File: config.mk
export PLATFORM = sky130hd
export DESIGN_NAME = evm_ballot_ctrl
export DESIGN_NICKNAME = d
export VERILOG_FILES = /design/src/rtl/evm_ballot_ctrl.sv
export SDC_FILE = /design/constraint.sdc
export NUM_CORES = 1
export LEC_CHECK = 0
export ABC_AREA = 1
export BUFFER_PORTS_ARGS = -buffer_cell sky130_fd_sc_hd__buf_2
export CAP_MARGIN = 15
export CORE_ASPECT_RATIO = 1.2
export CORE_MARGIN = 4
export CORE_UTILIZATION = 40
export CTS_CLUSTER_DIAMETER = 200
export DETAILED_ROUTE_END_ITERATION = 8
export GPL_TIMING_DRIVEN = 0
export PLACE_DENSITY = 0.6
export SYNTH_ARGS = -nofsm -noshare
export SYNTH_HDL_FRONTEND = slang
export SYNTH_SLANG_ARGS = --single-unit
File: constraint.sdc
create_clock -name clk -period 2.3 [get_ports clk]
set_clock_uncertainty 0.15 [all_clocks]
set_input_delay 0.115 -clock clk [delete_from_list [all_inputs] [get_ports clk]]
set_output_delay 0.115 -clock clk [all_outputs]
set_load 0.1 [all_outputs]
File: src/rtl/evm_ballot_ctrl.sv
// Per-voter ballot sequencer: arms one ballot, debounces and validates the press, strobes one party counter.
// Optional feature: define EVM_CTRL_INVALID_RETRY_EN to give the voter one retry after an invalid press.
module evm_ballot_ctrl #(
  parameter int N_PARTY     = 3,
  parameter int DEB_CYCLES  = 4,
  parameter int TIMEOUT_CYC = 1000,
  parameter int TOT_W       = 9
) (
  input  logic               clk,
  input  logic               rst,
  input  logic               session_open,
  input  logic               ballot_req,
  input  logic [N_PARTY-1:0] voter_switch,
  output logic [N_PARTY-1:0] vote_inc,
  output logic               ballot_armed,
  output logic               invalid,
  output logic               timeout,
  output logic               ballot_done,
  output logic [TOT_W-1:0]   total_votes,
  output logic [TOT_W-1:0]   invalid_cnt
);

  localparam int DEB_W = $clog2(DEB_CYCLES + 1);
  localparam int TMO_W = $clog2(TIMEOUT_CYC);

  typedef enum logic [2:0] {
    S_CLOSED, S_IDLE, S_ARMED, S_DEBOUNCE, S_COMMIT, S_RELEASE
  } state_t;

  state_t             state, state_nxt;
  logic [DEB_W-1:0]   deb_cnt, deb_nxt;
  logic [TMO_W-1:0]   tmo_cnt, tmo_nxt;
  logic [N_PARTY-1:0] cap, cap_nxt;
  logic [TOT_W-1:0]   total_nxt, inv_nxt;
  logic               cap_onehot;
`ifdef EVM_CTRL_INVALID_RETRY_EN
  logic               retry_used, retry_used_nxt;
  logic               last_inv, last_inv_nxt;
`endif

  assign cap_onehot = (cap != '0) && ((cap & (cap - 1'b1)) == '0);

  // NOTE: every variable assigned here gets a default first, so no path can infer a latch.
  always_comb begin
    state_nxt   = state;
    deb_nxt     = deb_cnt;
    tmo_nxt     = tmo_cnt;
    cap_nxt     = cap;
    total_nxt   = total_votes;
    inv_nxt     = invalid_cnt;
    vote_inc    = '0;
    invalid     = 1'b0;
    timeout     = 1'b0;
    ballot_done = 1'b0;
`ifdef EVM_CTRL_INVALID_RETRY_EN
    retry_used_nxt = retry_used;
    last_inv_nxt   = last_inv;
`endif
    unique case (state)
      S_CLOSED: begin
        if (session_open) begin
          state_nxt = S_IDLE;
          total_nxt = '0;
          inv_nxt   = '0;
        end
      end
      S_IDLE: begin
        if (!session_open) begin
          state_nxt = S_CLOSED;
        end else if (ballot_req) begin
          state_nxt = S_ARMED;
          tmo_nxt   = '0;
          deb_nxt   = '0;
`ifdef EVM_CTRL_INVALID_RETRY_EN
          retry_used_nxt = 1'b0;
          last_inv_nxt   = 1'b0;
`endif
        end
      end
      S_ARMED: begin
        // Expiry wins over a press arriving in the very last armed cycle.
        if (tmo_cnt == TMO_W'(TIMEOUT_CYC - 1)) begin
          timeout   = 1'b1;
          state_nxt = S_IDLE;
        end else begin
          tmo_nxt = tmo_cnt + 1'b1;
          if (voter_switch != '0) begin
            cap_nxt   = voter_switch;
            deb_nxt   = DEB_W'(1);
            state_nxt = S_DEBOUNCE;
          end
        end
      end
      S_DEBOUNCE: begin
        if (deb_cnt == DEB_W'(DEB_CYCLES)) begin
          deb_nxt = '0;
          if (cap_onehot) begin
            state_nxt = S_COMMIT;
          end else begin
            invalid   = 1'b1;
            state_nxt = S_RELEASE;
            if (invalid_cnt != '1) inv_nxt = invalid_cnt + 1'b1;
`ifdef EVM_CTRL_INVALID_RETRY_EN
            last_inv_nxt = 1'b1;
`endif
          end
        end else if (voter_switch == '0) begin
          state_nxt = S_ARMED;
        end else if (voter_switch == cap) begin
          deb_nxt = deb_cnt + 1'b1;
        end else begin
          cap_nxt = voter_switch;
          deb_nxt = DEB_W'(1);
        end
      end
      S_COMMIT: begin
        vote_inc  = cap;
        deb_nxt   = '0;
        state_nxt = S_RELEASE;
        if (total_votes != '1) total_nxt = total_votes + 1'b1;
      end
      S_RELEASE: begin
        if (deb_cnt == DEB_W'(DEB_CYCLES)) begin
          deb_nxt = '0;
`ifdef EVM_CTRL_INVALID_RETRY_EN
          if (last_inv && !retry_used) begin
            state_nxt      = S_ARMED;
            tmo_nxt        = '0;
            retry_used_nxt = 1'b1;
            last_inv_nxt   = 1'b0;
          end else begin
            ballot_done = 1'b1;
            state_nxt   = session_open ? S_IDLE : S_CLOSED;
          end
`else
          ballot_done = 1'b1;
          state_nxt   = session_open ? S_IDLE : S_CLOSED;
`endif
        end else if (voter_switch == '0) begin
          deb_nxt = deb_cnt + 1'b1;
        end else begin
          deb_nxt = '0;
        end
      end
      default: state_nxt = S_CLOSED;
    endcase
  end

  assign ballot_armed = (state == S_ARMED) || (state == S_DEBOUNCE);

  // NOTE: sequential state uses non-blocking assignments so all registers update together.
  always_ff @(posedge clk or posedge rst) begin
    if (rst) begin
      state       <= S_CLOSED;
      deb_cnt     <= '0;
      tmo_cnt     <= '0;
      cap         <= '0;
      total_votes <= '0;
      invalid_cnt <= '0;
`ifdef EVM_CTRL_INVALID_RETRY_EN
      retry_used  <= 1'b0;
      last_inv    <= 1'b0;
`endif
    end else begin
      state       <= state_nxt;
      deb_cnt     <= deb_nxt;
      tmo_cnt     <= tmo_nxt;
      cap         <= cap_nxt;
      total_votes <= total_nxt;
      invalid_cnt <= inv_nxt;
`ifdef EVM_CTRL_INVALID_RETRY_EN
      retry_used  <= retry_used_nxt;
      last_inv    <= last_inv_nxt;
`endif
    end
  end

endmodule

==> run metrics, run 1 <==
router iterations before antenna repair 4; sequential fraction of the synthesis area 0.3645; fin crit period 2.183 ns; share of the synthesized area in the top cell type 0.3645; combinational power share 0.477; vias in the first global route 2,349; r2r setup slk 0.24 ns; Synth cell types 30; drt wl/cell 12.18 µm; Vias/cell 4.824; kind of critical path flop to output pin; TNS Setup 0 ns; Core ar. 6090 µm²; layout cells sized above 1 0.2000; syn avg cell area 7.115 µm²; DRT iter0 DRCs 81; clock transition at the registers of the reported paths 0.08 ns; register bit total from synthesis 37; final core utilization 0.4812; worst min path class input pin to flop; die area 7694 µm²; synthesized instance count 357; Die Y 95.29 µm; CTS Buffer Depth 2; IO Count 32; Worst Setup Start Kind flop; IR drop worst, VDD 407.3 µV; post-CTS setup buffers 0; Layout area overhead 15.37%; Syn Nets 373; Ys Warns 0; most common cell in the netlist nand2_1; cts repair resizes 0; Ant. Diodes 0; Max Cap Violations 0; Worst-Skew Late Latency 0.29 ns; CP arrival 1.92 ns; FFs w/ async S/R, synth 1.000; crit end category output pin; Int Pwr 1.329 mW; worst endpoint required time 2.04 ns; Root Driver clkbuf_8; Total GRT Usage 0.1708; initial antenna violation count 0; Initial Utilization 0.4171; placed cell count 470; Synth Cell Area 2540 µm²; first-pass GRT wire length 10,450 µm; row count 31; Die X 80.74 µm; GPL Wtd Cong 0.8451; Post-DRT Antenna Nets 0; slew margin rel. 0.4592; Pleak 1.533 nW; PortBufs 31; fin crit share 0.9492; sw frac 0.4696; Via Count 2,325; DP Wirelength 4400 µm; clk sink count 37; Post-synth EDFFs 0; nets@finish 415; Remaining DRCs 0; Seq pwr share 0.345; # H-tree levels 2; clock share of power 0.178; fmax 0.4580 GHz; NetSw 1.177 mW; Post-Route WL 5871 µm; top cells by count, synth nand2_1, nor2_1, dfrtp_1, inv_1, nand3_1; status completed; CP max FO 8; cell taking the most area after synthesis dfrtp_1; RSZ-0062 raised after global routing false; CTS tree done; TritonCTS Buffers 5; fin. max-slew vios 0; Least-Margin Pin Slew 0.8101 ns; dominant cells by area after synthesis dfrtp_1, nand2_1, nand3_1; count of final hold-check violations 0; grt total ovfl 0; final setup fails 0; largest net degree at the start of global routing 38; filler-free cell count of the finished design 482; PD cells 855.1 nW/µm²; Main synth FF type dfrtp_1
worst max-delay path, stage by stage (launching register included):
cell and delay [ns]:
dfrtp_1 0.48, ha_1 0.23, nand3_1 0.10, nor2_1 0.17, nand3_2 0.14, inv_1 0.09
buf_2 0.42
cells by family (layout without fill, tap and decap cells):
kind of cell	Yosys count	after routing	share of synthesized area
adder cells (fa/ha/maj)	9	9	0.04434
buffers and inverters	46	89	0.07783
XOR/XNOR	9	9	0.03104
flip-flops	37	37	0.3645
AND/OR/NAND/NOR	226	226	0.4133
AO/OA/AOI/OAI	30	30	0.06896
sequential cells by signal (all words and copies together) (netlist names):
signal / count
invalid_cnt: 9
tmo_cnt: 10
state: 3
deb_cnt: 3
cap: 3
total_votes: 9
power by group through the flow:
stage                     clock network, mW  registers [mW]  logic [mW]
after floorplan                           0           0.925       0.906
after global placement                    0           0.872        1.19
after detailed placement                  0           0.875        1.20
after CTS                             0.466           0.863        1.21
after global routing                  0.496           0.881        1.35
final                                 0.447           0.863        1.20
routing by layer:
layer	wire length (µm)	track usage
met1	2656	0.2071
met2	2975	0.3059
met3	167	0.03592
met4	72	0.04366
met5	0	0
layout make-up:
class / instances / area [µm²]
repair buffers: 35 / 195.2
well taps: 82 / 102.6
plain buffers: 4 / 37.54
fillers: 645 / 3159
inverters: 42 / 160.2
multi-input cells: 274 / 1416
clock inverters: 2 / 10.01
flip-flops and latches: 37 / 935.9
clock buffers: 6 / 72.57
layout by cell type (no fill, tap or decap), types with 4 or more instances in the layout:
| cell type | netlist | final |
|---|---|---|
| nand4_1 | 6 | 6 |
| nand2_2 | 7 | 7 |
| nand3_1 | 36 | 36 |
| dfrtp_1 | 37 | 29 |
| clkbuf_8 | 0 | 5 |
| nor2_1 | 38 | 38 |
| nor2_4 | 5 | 5 |
| xor2_1 | 6 | 6 |
| dlygate4sd3_1 | 0 | 4 |
| buf_2 | 0 | 31 |
| inv_1 | 37 | 36 |
| ha_1 | 9 | 9 |
| nand2_1 | 118 | 118 |
| inv_2 | 4 | 5 |
| a21oi_1 | 9 | 9 |
| o21ai_2 | 5 | 5 |
| dfrtp_2 | 0 | 8 |
| o21ai_0 | 11 | 11 |
repair_timing:
item	4_1_cts	5_1_grt
hold buffers	4	0
endpoints found under the hold margin	40	0
setup endpoints to repair	0	0
metrics by stage:
step | area, µm² | total power, mW | hold WS [ns] | worst slack (ns)
finish | 2930 | 2.506 | 0.1683 | 0.1167
CTS | 2930 | 2.536 | 0.1655 | 0.09944
global placement | 2808 | 2.061 | 0.2493 | 0.3420
floorplan | 2550 | 1.830 | 0.1095 | 0.004940
detailed placement | 2808 | 2.074 | 0.1773 | 0.2193
global route | 2930 | 2.724 | 0.2411 | 0.006325
worst paths after layout:
| kind | start | end | cells past startpoint |
|---|---|---|---|
| setup reg to reg | total_votes[0] | total_votes[4] | 11 |
| max in group asynchronous | rst | total_votes[4] | 3 |
| hold / removal | ballot_req | state[0] | 7 |
| min in group asynchronous | rst | total_votes[6] | 3 |
| setup / recovery | tmo_cnt[0] | timeout | 6 |
| hold reg to reg | total_votes[8] | total_votes[8] | 2 |
Note: power is estimated with default switching activity, not from simulation.
==> run 2: changes to the inputs <==
--- a/config.mk
+++ b/config.mk
@@ -15,4 +15,5 @@
 export DETAILED_ROUTE_END_ITERATION = 8
 export GPL_TIMING_DRIVEN = 0
+export MAX_ROUTING_LAYER = met4
 export PLACE_DENSITY = 0.6
 export SYNTH_ARGS = -nofsm -noshare
==> constraint.sdc (replaced) <==
create_clock -name clk -period 2.3 [get_ports clk]
set_clock_uncertainty 0.15 [all_clocks]
set_input_delay 0.46 -clock clk [delete_from_list [all_inputs] [get_ports clk]]
set_output_delay 0.46 -clock clk [all_outputs]
set_load 0.1 [all_outputs]
==> run metrics, run 2 (synthesis gave the netlist of run 1 again) <==
status completed; grt total ovfl 0 (unchanged); first-pass GRT wire length 9929 µm (-4.9%); fmax 0.4484 GHz (-2.1%); Layout area overhead 16.50%; combinational power share 0.472 (-0.005); initial antenna violation count 0 (unchanged); sw frac 0.4625 (-0.007072); CP arrival 1.62 ns (-0.30 ns); clk sink count 37 (unchanged); Root Driver clkbuf_8; DRT iter0 DRCs 83 (+2.5%); R2R cell count 11 (unchanged); vias in the first global route 2,235 (-4.9%); TNS Setup 0 ns (unchanged); Post-DRT Antenna Nets 0 (unchanged); fillers 639 (-0.93%); final setup fails 0 (unchanged); drt wl/cell 11.94 µm (-2.0%); Worst-Skew Late Latency 0.29 ns (about the same); PortBufs 31 (unchanged); # H-tree levels 2 (unchanged); RSZ-0062 raised after global routing false; clock share of power 0.189 (+0.011); Die X 80.74 µm (unchanged); worst endpoint required time 1.69 ns (-0.35 ns); Die Y 95.29 µm (unchanged); kind of critical path flop to output pin; crit end category output pin; Pleak 1.521 nW (-0.78%); r2r setup slk 0.32 ns (+0.08 ns); Ant. Diodes 0 (unchanged); commonest non-fill, non-tap cell in the layout nand2_1; IO Count 32 (unchanged); slew margin rel. 0.4657 (+0.006501); Seq pwr share 0.339 (-0.006); most frequent cells in the layout nand2_1, nor2_1, nand3_1; DP Wirelength 4294 µm (-2.4%); TritonCTS Buffers 5 (unchanged); Top Registers tmo_cnt: 10 flops, invalid_cnt: 9 flops, total_votes: 9 flops; CP max FO 6 (-2); max FFs per register 10 (unchanged); count of final hold-check violations 0 (unchanged); Final Power 2.546 mW (+1.6%); Worst Setup Start Kind flop; nets@finish 412 (-0.72%); Int Pwr 1.368 mW (+2.9%); Core ar. 6090 µm² (unchanged); FF/Latch Area 938.4 µm² (+0.27%); fin. max-slew vios 0 (unchanged); Total GRT Usage 0.1680 (-0.002837); Via Count 2,356 (+1.3%); worst min path class input pin to async pin; fin crit share 0.9697 (+0.02044); largest net degree at the start of global routing 38 (unchanged); router iterations before antenna repair 4 (unchanged); Hold Buf Count CTS 0 (-4); worst r2r dst total_votes[4]; Post-Route WL 5718 µm (-2.6%); NetSw 1.177 mW (about the same); layout cells sized above 1 0.2191 (+0.01914); Remaining DRCs 0 (unchanged); Least-Margin Pin Slew 0.8003 ns (-0.009738 ns); CTS Buffer Depth 2 (unchanged); Max Cap Violations 0 (unchanged); row count 31 (unchanged); Vias/cell 4.919 (+2.0%); clock transition at the registers of the reported paths 0.08 ns (about the same); Initial Utilization 0.4171 (unchanged); PD cells 860.2 nW/µm² (+0.60%); GPL Wtd Cong 0.8266 (-2.2%); fin crit period 2.230 ns (+0.04701 ns); CTS tree done; Largest Register tmo_cnt; worst hold slack 0.1674 ns (-0.0008580 ns); area of the multi-input gates 1424 µm² (+0.53%); Worst R2R Start total_votes[1]; IR drop worst, VDD 483.2 µV (+19%); die area 7694 µm² (unchanged)
run 2: cell count changes in the layout (fill, tap and decap cells not counted), moves of 2 or more:
cell / before / now
clkbuf_4: 0 / 2
buf_2: 31 / 26
nor2_2: 1 / 3
nor2_1: 38 / 36
buf_12: 0 / 2
dlygate4sd3_1: 4 / 0
clkinv_2: 2 / 0
dfrtp_2: 8 / 10
dfrtp_1: 29 / 27
buf_4: 0 / 2
run 2: area by class of cell:
type / count / area share
Multi-Input combinational cell: 274 / 0.4812
Tap cell: 82 / 0.03467
Inverter: 42 / 0.05497
Clock inverter: 1 / 0.002537
Timing Repair Buffer: 32 / 0.06765
Buffer: 4 / 0.01268
Clock buffer: 7 / 0.02918
Sequential cell: 37 / 0.3171
run 2: routing by layer:
metal / track usage / routed length (µm) / vias up
met2: 0.2859 / 2879 / 37
met3: 0.02363 / 153 / 8
li1: - / - / 1213
met1: 0.2013 / 2582 / 1098
met4: 0.06338 / 102 / 0
met5: - / 0 / -
run 2: power by group through the flow:
stage / registers [mW] / logic [mW] / clock network (mW)
final: 0.864 / 1.20 / 0.481
after global placement: 0.874 / 1.19 / 0
after floorplan: 0.925 / 0.906 / 0
after global routing: 0.882 / 1.35 / 0.531
after CTS: 0.866 / 1.19 / 0.504
after detailed placement: 0.876 / 1.20 / 0
run 2: timing repair:
item                                    4_1_cts  5_1_grt
gates resized for setup                       7       10
pin swaps                                     0        0
endpoints found under the setup margin        3        5
setup buffers                                 0        1
run 2: worst max-delay path by stage:
stage | startpoint | end | slack, ns
2_1_floorplan | state[0] | vote_inc[0] | -0.28
3_3_place_gp | rst | total_votes[2] | 0.09
3_5_place_dp | tmo_cnt[0] | timeout | 0.08
4_1_cts | tmo_cnt[0] | timeout | 0.003
5_1_grt | deb_cnt[0] | invalid | 0.0003
6_report | deb_cnt[0] | invalid | 0.07
run 2: critical path, cell delays in order, from the launching register on:
cell and delay, ns:
dfrtp_1 0.41, inv_1 0.09, ha_1 0.16, nand2_2 0.12, nor2_4 0.14, nand2_2 0.11
inv_1 0.12, buf_12 0.18
run 2: stage by stage:
step	instances	utilization	setup WS (ns)	area, µm²
6_report	479	0.4859	0.06972	2959
3_3_place_gp	470	0.4615	0.09090	2810
5_1_grt	479	0.4859	0.0002853	2959
3_5_place_dp	470	0.4615	0.08366	2810
2_1_floorplan	357	-	-0.2788	2552
4_1_cts	478	0.4802	0.003395	2924
